### src/rtl/div_pkg.sv
// Shared types and helpers for the iterative restoring divider.
package div_pkg;

  typedef enum logic [2:0] {IDLE, PREP, ITER, FIX, DONE} div_state_t;

  localparam int MAX_WIDTH = 64;

  // Architectural exception results; callers take the low WIDTH bits.
  localparam logic [MAX_WIDTH-1:0] DZ_QUOTIENT   = '1;
  localparam logic [MAX_WIDTH-1:0] OVF_REMAINDER = '0;

  // True when the low 'width' bits of value hold the most negative number.
  function automatic logic is_min_neg(input logic [MAX_WIDTH-1:0] value, input int width);
    logic [MAX_WIDTH-1:0] min_neg;
    min_neg = {{(MAX_WIDTH-1){1'b0}}, 1'b1} << (width - 1);
    return value == min_neg;
  endfunction

endpackage

### src/rtl/iterative_divider_exc_if.sv
// Request/response bus of the iterative divider.
interface iterative_divider_exc_if #(
    parameter int WIDTH = 32
);
    logic             start;
    logic             is_signed;
    logic [WIDTH-1:0] dividend;
    logic [WIDTH-1:0] divisor;
    logic             ready;
    logic             out_ready;
    logic             valid_out;
    logic [WIDTH-1:0] quotient;
    logic [WIDTH-1:0] remainder;
    logic             overflow;
    logic             div_by_zero;

    modport master (
        output start, is_signed, dividend, divisor, out_ready,
        input  ready, valid_out, quotient, remainder, overflow, div_by_zero
    );

    modport slave (
        input  start, is_signed, dividend, divisor, out_ready,
        output ready, valid_out, quotient, remainder, overflow, div_by_zero
    );
endinterface

### src/rtl/div_exc_detect.sv
// Combinational exception detector evaluated on raw operands at accept.
module div_exc_detect
    import div_pkg::*;
#(
    parameter int WIDTH = 32
) (
    input  logic [WIDTH-1:0] dividend,
    input  logic [WIDTH-1:0] divisor,
    input  logic             is_signed,
    output logic             overflow,
    output logic             div_by_zero
);
    assign div_by_zero = (divisor == '0);

    // Divide-by-zero has priority, so the two flags are mutually exclusive.
    assign overflow = !div_by_zero && is_signed && (divisor == '1)
                      && is_min_neg(MAX_WIDTH'(dividend), WIDTH);
endmodule

### src/rtl/iterative_divider_exc.sv
// Radix-2 restoring divider, signed/unsigned, with a one-cycle exception path.
// Optional sticky exception flags are built when DIV_STICKY_FLAGS_EN is defined.
module iterative_divider_exc
    import div_pkg::*;
#(
    parameter int WIDTH = 32
) (
    input  logic                    clk,
    input  logic                    rst_n,
    iterative_divider_exc_if.slave  bus
`ifdef DIV_STICKY_FLAGS_EN
    ,
    input  logic                    flag_clr,
    output logic                    sticky_ovf,
    output logic                    sticky_dz
`endif
);
    localparam int CNT_W = $clog2(WIDTH + 1);

    div_state_t       state, next_state;
    logic [WIDTH-1:0] opa, opb;
    logic             op_signed;
    logic             q_neg, r_neg;
    logic [WIDTH:0]   rem;
    logic [WIDTH-1:0] quo;
    logic [WIDTH:0]   dvs;
    logic [CNT_W-1:0] cnt;
    logic [WIDTH-1:0] quotient_r, remainder_r;
    logic             ovf_r, dz_r;

    logic             exc_ovf, exc_dz;
    logic             accept;
    logic             a_neg, b_neg;
    logic [WIDTH-1:0] abs_a;
    logic [WIDTH:0]   abs_b;
    logic [WIDTH+1:0] rem_sh;
    logic [WIDTH:0]   diff;
    logic             trial_ok;

    div_exc_detect #(.WIDTH(WIDTH)) u_exc (
        .dividend    (bus.dividend),
        .divisor     (bus.divisor),
        .is_signed   (bus.is_signed),
        .overflow    (exc_ovf),
        .div_by_zero (exc_dz)
    );

    assign accept = bus.start && (state == IDLE);

    // |MIN| of the dividend is 2^(WIDTH-1), which is exact as a WIDTH-bit unsigned value.
    assign a_neg  = op_signed && opa[WIDTH-1];
    assign b_neg  = op_signed && opb[WIDTH-1];
    assign abs_a  = a_neg ? (~opa + 1'b1) : opa;
    assign abs_b  = b_neg ? (~{1'b1, opb} + 1'b1) : {1'b0, opb};

    assign rem_sh   = {rem, quo[WIDTH-1]};
    assign trial_ok = (rem_sh >= {1'b0, dvs});
    assign diff     = rem_sh[WIDTH:0] - dvs;

    always_ff @(posedge clk or negedge rst_n) begin
        if (!rst_n) state <= IDLE;
        else        state <= next_state;
    end

    // NOTE: next_state gets its default before the case so no path can infer a latch.
    always_comb begin
        next_state = state;
        unique case (state)
            IDLE: if (accept) next_state = (exc_dz || exc_ovf) ? DONE : PREP;
            PREP: next_state = ITER;
            ITER: if (cnt == CNT_W'(1)) next_state = FIX;
            FIX:  next_state = DONE;
            DONE: if (bus.out_ready) next_state = IDLE;
            default: next_state = IDLE;
        endcase
    end

    // NOTE: all state below is updated with non-blocking assignments so every
    // register samples pre-edge values regardless of statement order.
    always_ff @(posedge clk or negedge rst_n) begin
        if (!rst_n) begin
            opa         <= '0;
            opb         <= '0;
            op_signed   <= 1'b0;
            q_neg       <= 1'b0;
            r_neg       <= 1'b0;
            rem         <= '0;
            quo         <= '0;
            dvs         <= '0;
            cnt         <= '0;
            quotient_r  <= '0;
            remainder_r <= '0;
            ovf_r       <= 1'b0;
            dz_r        <= 1'b0;
        end else begin
            unique case (state)
                IDLE: if (accept) begin
                    opa       <= bus.dividend;
                    opb       <= bus.divisor;
                    op_signed <= bus.is_signed;
                    if (exc_dz) begin
                        quotient_r  <= DZ_QUOTIENT[WIDTH-1:0];
                        remainder_r <= bus.dividend;
                        dz_r        <= 1'b1;
                        ovf_r       <= 1'b0;
                    end else if (exc_ovf) begin
                        quotient_r  <= bus.dividend;
                        remainder_r <= OVF_REMAINDER[WIDTH-1:0];
                        ovf_r       <= 1'b1;
                        dz_r        <= 1'b0;
                    end
                end
                PREP: begin
                    quo   <= abs_a;
                    dvs   <= abs_b;
                    rem   <= '0;
                    cnt   <= CNT_W'(WIDTH);
                    q_neg <= a_neg ^ b_neg;
                    r_neg <= a_neg;
                end
                ITER: begin
                    rem <= trial_ok ? diff : rem_sh[WIDTH:0];
                    quo <= {quo[WIDTH-2:0], trial_ok};
                    cnt <= cnt - 1'b1;
                end
                FIX: begin
                    quotient_r  <= q_neg ? (~quo + 1'b1) : quo;
                    remainder_r <= r_neg ? (~rem[WIDTH-1:0] + 1'b1) : rem[WIDTH-1:0];
                    ovf_r       <= 1'b0;
                    dz_r        <= 1'b0;
                end
                DONE: if (bus.out_ready) begin
                    ovf_r <= 1'b0;
                    dz_r  <= 1'b0;
                end
                default: ;
            endcase
        end
    end

    assign bus.ready       = (state == IDLE);
    assign bus.valid_out   = (state == DONE);
    assign bus.quotient    = quotient_r;
    assign bus.remainder   = remainder_r;
    assign bus.overflow    = ovf_r;
    assign bus.div_by_zero = dz_r;

`ifdef DIV_STICKY_FLAGS_EN
    logic consume;
    assign consume = bus.valid_out && bus.out_ready;

    // Setting takes priority over a simultaneous clear.
    always_ff @(posedge clk or negedge rst_n) begin
        if (!rst_n) begin
            sticky_ovf <= 1'b0;
            sticky_dz  <= 1'b0;
        end else begin
            if (consume && ovf_r)  sticky_ovf <= 1'b1;
            else if (flag_clr)     sticky_ovf <= 1'b0;
            if (consume && dz_r)   sticky_dz  <= 1'b1;
            else if (flag_clr)     sticky_dz  <= 1'b0;
        end
    end
`endif

endmodule

### src/flat_wrapper.sv
// flat-port wrapper written by rule: the top's interface ports become plain ports
module iterative_divider_exc_flat import div_pkg::*;
#(
    parameter int WIDTH = 32
)
  (clk, rst_n, bus_start, bus_is_signed, bus_dividend, bus_divisor, bus_out_ready, bus_ready, bus_valid_out, bus_quotient, bus_remainder, bus_overflow, bus_div_by_zero);
  iterative_divider_exc_if #(.WIDTH(WIDTH)) bus_i ();
  input  logic clk;
  input  logic rst_n;
  input wire logic [$bits(bus_i.start)-1:0] bus_start;
  input wire logic [$bits(bus_i.is_signed)-1:0] bus_is_signed;
  input wire logic [$bits(bus_i.dividend)-1:0] bus_dividend;
  input wire logic [$bits(bus_i.divisor)-1:0] bus_divisor;
  input wire logic [$bits(bus_i.out_ready)-1:0] bus_out_ready;
  output wire logic [$bits(bus_i.ready)-1:0] bus_ready;
  output wire logic [$bits(bus_i.valid_out)-1:0] bus_valid_out;
  output wire logic [$bits(bus_i.quotient)-1:0] bus_quotient;
  output wire logic [$bits(bus_i.remainder)-1:0] bus_remainder;
  output wire logic [$bits(bus_i.overflow)-1:0] bus_overflow;
  output wire logic [$bits(bus_i.div_by_zero)-1:0] bus_div_by_zero;
  assign bus_i.start = bus_start;
  assign bus_i.is_signed = bus_is_signed;
  assign bus_i.dividend = bus_dividend;
  assign bus_i.divisor = bus_divisor;
  assign bus_i.out_ready = bus_out_ready;
  assign bus_ready = bus_i.ready;
  assign bus_valid_out = bus_i.valid_out;
  assign bus_quotient = bus_i.quotient;
  assign bus_remainder = bus_i.remainder;
  assign bus_overflow = bus_i.overflow;
  assign bus_div_by_zero = bus_i.div_by_zero;
  iterative_divider_exc #(.WIDTH(WIDTH)) u_core (.clk(clk), .rst_n(rst_n), .bus(bus_i));
endmodule
### config.mk
export PLATFORM = sky130hd
export DESIGN_NAME = iterative_divider_exc_flat
export DESIGN_NICKNAME = d
export VERILOG_FILES = /design/src/rtl/div_pkg.sv /design/src/rtl/iterative_divider_exc_if.sv /design/src/rtl/div_exc_detect.sv /design/src/rtl/iterative_divider_exc.sv /design/src/flat_wrapper.sv
export SDC_FILE = /design/constraint.sdc
export NUM_CORES = 1
export LEC_CHECK = 0
export CAP_MARGIN = 0
export CORE_AREA = 2 2 163 165
export CTS_BUF_LIST = sky130_fd_sc_hd__clkbuf_16
export DETAILED_ROUTE_END_ITERATION = 12
export DIE_AREA = 0 0 165 167
export GPL_TIMING_DRIVEN = 1
export PLACE_DENSITY = 0.79
export SKIP_LAST_GASP = 1
export SYNTH_ARGS = -nofsm -noshare
export SYNTH_HDL_FRONTEND = slang
export SYNTH_SLANG_ARGS = --single-unit
### constraint.sdc
create_clock -name clk -period 4.64 [get_ports clk]
set_input_delay 1.16 -clock clk [delete_from_list [all_inputs] [get_ports clk]]
set_output_delay 1.16 -clock clk [all_outputs]
set_load 0.05 [all_outputs]
==> key figures, run 1 <==
Outcome
  • Result of the run: finished, final reports clean

Pwr
  • Pwr per Cell Area: 833.4 nW/um^2
  • Leakage power total: 0.006970 uW
  • Worst-case vdd ir drop: 502.8 uV
  • Sum of internal, switching and leakage power: 14000 uW

Min path
  • Hold WC Path Type: flip-flop to flip-flop
  • Hold Crit Depth: 2
  • Startpoint of the lowest-slack hold path: u_core.dvs[23]
  • Hold endpoint: u_core.dvs[23]

Clocking
  • TritonCTS buffer count: 26
  • CTS tree: done
  • H-tree depth: 1
  • Setup fix buffers added after clock tree synthesis: 0
  • Clk sink count: 240
  • Count of instances resized after the clock tree is built: 0
  • Number of hold buffers added after CTS: 0
  • Maximum clock path buffer count: 3
  • Clock latency on the worst-skew pair: 0.54 ns
  • Clock transition time at the flip-flop clock pins of the worst setup and hold paths: 0.06 ns
  • Clock tree root buffer cell: clkbuf_16

Finish
  • Share of cells above drive strength 1: 7.871%
  • Number of diodes added for antenna fixing: 0
  • Count of fill cells added during filler insertion: 2115
  • Area added between synthesis and finish: 17.56%
  • Area taken by multi-input logic gates: 7745 um^2
  • # nets final: 1767
  • Final design utilization: 65.19%
  • FF+latch area: 6006 um^2

Global route
  • Number of global-route vias before repair: 12050
  • Wire length of the first global-routing pass: 63910 um
  • Initial antenna violation count: 0
  • Overflow left after global routing: 0
  • Largest net degree at the start of global routing: 119
  • All-layer global routing usage: 28.97%

Floorplan
  • Core area: 25760 um^2
  • Total Die Area: 27560 um^2
  • Die Wd: 165 um
  • Top-level I/O count: 137
  • Num rows: 59
  • Vertical die dimension: 167 um
  • Starting density of the core: 55.45%

Yosys
  • Synthesized area: 14290 um^2
  • Share of Yosys cell area claimed by the top area cell type: 42.04%
  • Sequential cell area fraction in the yosys report: 42.04%
  • Cell taking the most area after synthesis: dfrtp_1
  • Async SR Flop Fraction: 100.0%
  • Synthesis-stage register bit count: 240
  • Leading cell type by number of instances after synthesis: dfrtp_1
  • Synth cell count leaders: dfrtp_1, o21ai_0, nand2_1, xnor2_1, clkbuf_1
  • Net Count, Synth: 1678
  • Number of enable-type register cells in the synthesized netlist: 0
  • Cell count after synthesis: 1569
  • Most used DFF post-synth: dfrtp_1
  • Synthesis Warnings: 0
  • Dominant cells by area after synthesis: dfrtp_1, o21ai_0, xnor2_1, nand2_1, mux2_2
  • Mean area per synthesized cell: 9.105 um^2
  • Number of distinct library cells after synthesis: 65

Timing
  • Clock tree skew after final layout: 0.02067 ns
  • Minimum clock period after layout: 4.162 ns
  • Relative slew slack: 26.74%
  • Final Slew Violations: 0
  • Setup repair after global routing missed its margin: false
  • Upper clock frequency limit: 0.2402 GHz
  • Final setup fails: 0
  • Setup tns final: 0 ns
  • Final count of hold timing violations: 0
  • Transition time of the tightest slew-check pin: 1.096 ns
  • Tcrit/Tclk final: 89.71%

Worst setup path
  • Class of the most critical setup path: primary input to flip-flop
  • Launching element type of the critical path: primary input
  • Critical path data required time: 5.02 ns
  • Worst flop-to-flop path endpoint: u_core.rem[11]
  • Endpoint arrival time on the critical path: 4.54 ns
  • Top fanout value on the critical path: 68
  • Worst flop-to-flop path startpoint: u_core.quo[31]
  • Top delay family on crit path: simple AND/OR/NAND/NOR gates
  • Worst Reg-to-Reg Cells: 14
  • Ordered list of cells on the worst path: clkdlybuf4s50_1 > nor4_1 > nand4_1 > nor3_1 > nand4_1 > nand3b_1 > o21ai_4 > buf_12 > nand2_1 > o221ai_1
  • Kind of end point of the critical path: flip-flop
  • Buffering stage count on the worst path with inverters included: 2
  • Standard cell with the maximum stage delay on the critical path: nor4_1
  • Delay of the slowest critical-path stage: 0.85 ns
  • Cell seen most often among critical-path stages: nand4_1
  • Slack of the worst reg-to-reg path: 0.98 ns

Detailed routing
  • Remaining number of nets flagged by the antenna check after routing: 0
  • Average routed wire per standard cell: 19.66 um
  • Remaining DRCs: 0
  • Detailed router's first-iteration violation count: 1161
  • DR vias: 12400
  • Total wire length: 39560 um
  • Drt first pass iters: 6
  • Number of vias per cell: 6.165

Run
  • Max Cap Violations: 0

Placed design
  • I/O Buffers: 136
  • Placed wire-length estimate after detailed placement: 29310 um
  • Routability congestion estimate from global placement: 0.9206
## worst reg2reg max path, stage by stage, from the launching register on
cell and delay, ns:
dfrtp_1 0.38, inv_1 0.16, ha_1 0.19, inv_1 0.05, fa_1 0.39, a21o_1 0.21
a31o_2 0.25, a211o_1 0.30, a211oi_1 0.26, a211oi_1 0.15, o21ai_0 0.18, a31o_2 0.18
buf_4 0.44, mux2i_1 0.26, o21ai_0 0.12
## through the flow
step | setup WS, ns | instances | hold WS [ns] | instance area (um^2)
6_report | 0.4777 | 2012 | 0.4819 | 16790
2_1_floorplan | 1.304 | 1569 | 0.4498 | 14290
4_1_cts | 0.5989 | 2012 | 0.4840 | 16790
5_1_grt | 0.3941 | 2012 | 0.5089 | 16790
3_5_place_dp | 0.06260 | 1965 | 0.4702 | 15910
3_3_place_gp | 0.1043 | 1965 | 0.4616 | 15910
## kinds of logic after synthesis
logic type / after synthesis / share of synthesized area [%]
AO/OA/AOI/OAI: 471 / 20.23
AND/OR/NAND/NOR: 433 / 14.58
flip-flops: 240 / 42.04
buffers and inverters: 151 / 3.994
XOR/XNOR: 148 / 9.073
multiplexers: 86 / 6.525
adder cells (fa/ha/maj): 40 / 3.556
## cells in the final DEF (no fill, tap or decap), types with 27 or more instances in the layout
master,synthesis,layout
nor4_1,29,29
mux2_2,57,57
ha_1,39,39
o21ai_0,204,203
clkbuf_16,0,27
inv_1,57,64
nor2_1,63,62
mux2i_1,29,29
clkdlybuf4s50_1,0,135
a22oi_1,43,43
xor2_1,51,51
a21oi_1,59,59
nand2_1,198,198
xnor2_1,97,97
dfrtp_1,240,240
## state kept, by name (all words and copies together), names as in the netlist
| register | count |
|---|---|
| u_core.bus.quotient | 32 |
| u_core.r_neg | 1 |
| u_core.quo | 32 |
| u_core.state | 3 |
| u_core.dvs | 33 |
| u_core.bus.div_by_zero | 1 |
| u_core.q_neg | 1 |
| u_core.opb | 32 |
| u_core.cnt | 6 |
| u_core.opa | 32 |
| u_core.op_signed | 1 |
| u_core.bus.remainder | 32 |
| u_core.rem | 33 |
| u_core.bus.overflow | 1 |
## power by group
part           switching [uW]  internal (uW)  leakage, uW  total, uW
Clock                     850           1320     0.000460       2170
Combinational            4540           3180      0.00346       7720
Sequential               1110           3000      0.00305       4110
## worst max path at each step
stage,startpoint,end,slack (ns),cells after the start
after detailed placement,bus_dividend[9],u_core.bus.quotient[15],0.06,10
after global placement,bus_dividend[8],u_core.bus.quotient[22],0.10,10
after CTS,bus_dividend[9],u_core.bus.quotient[15],0.60,10
after global routing,bus_dividend[9],u_core.bus.quotient[19],0.39,10
final,bus_dividend[9],u_core.bus.remainder[29],0.48,10
after floorplan,u_core.quo[31],u_core.rem[1],1.30,15
## per-layer routing
metal	share of wire, %	routed length, um	vias to the layer above	global-route usage, %
met5	0	0	-	0
met2	46	18370	468	46.74
li1	-	-	5860	-
met4	3.3	1286	0	9.414
met1	44	17230	6002	40.80
met3	6.7	2663	74	3.263
## area by class of cell
cell class | count | area share, %
clock buffers | 27 | 4.023
clock inverters | 20 | 1.274
inverters | 57 | 1.274
multi-input cells | 1178 | 46.11
flip-flops and latches | 240 | 35.76
well taps | 335 | 2.496
repair buffers | 155 | 9.059
Power figures use the tool's default switching activity.
==> run 2, diff against run 1 <==
CTS_CLUSTER_SIZE = 24   (was unset)
==> results of run 2 <==
No change in the layout: final DEF, timing and power equal those of run 1.
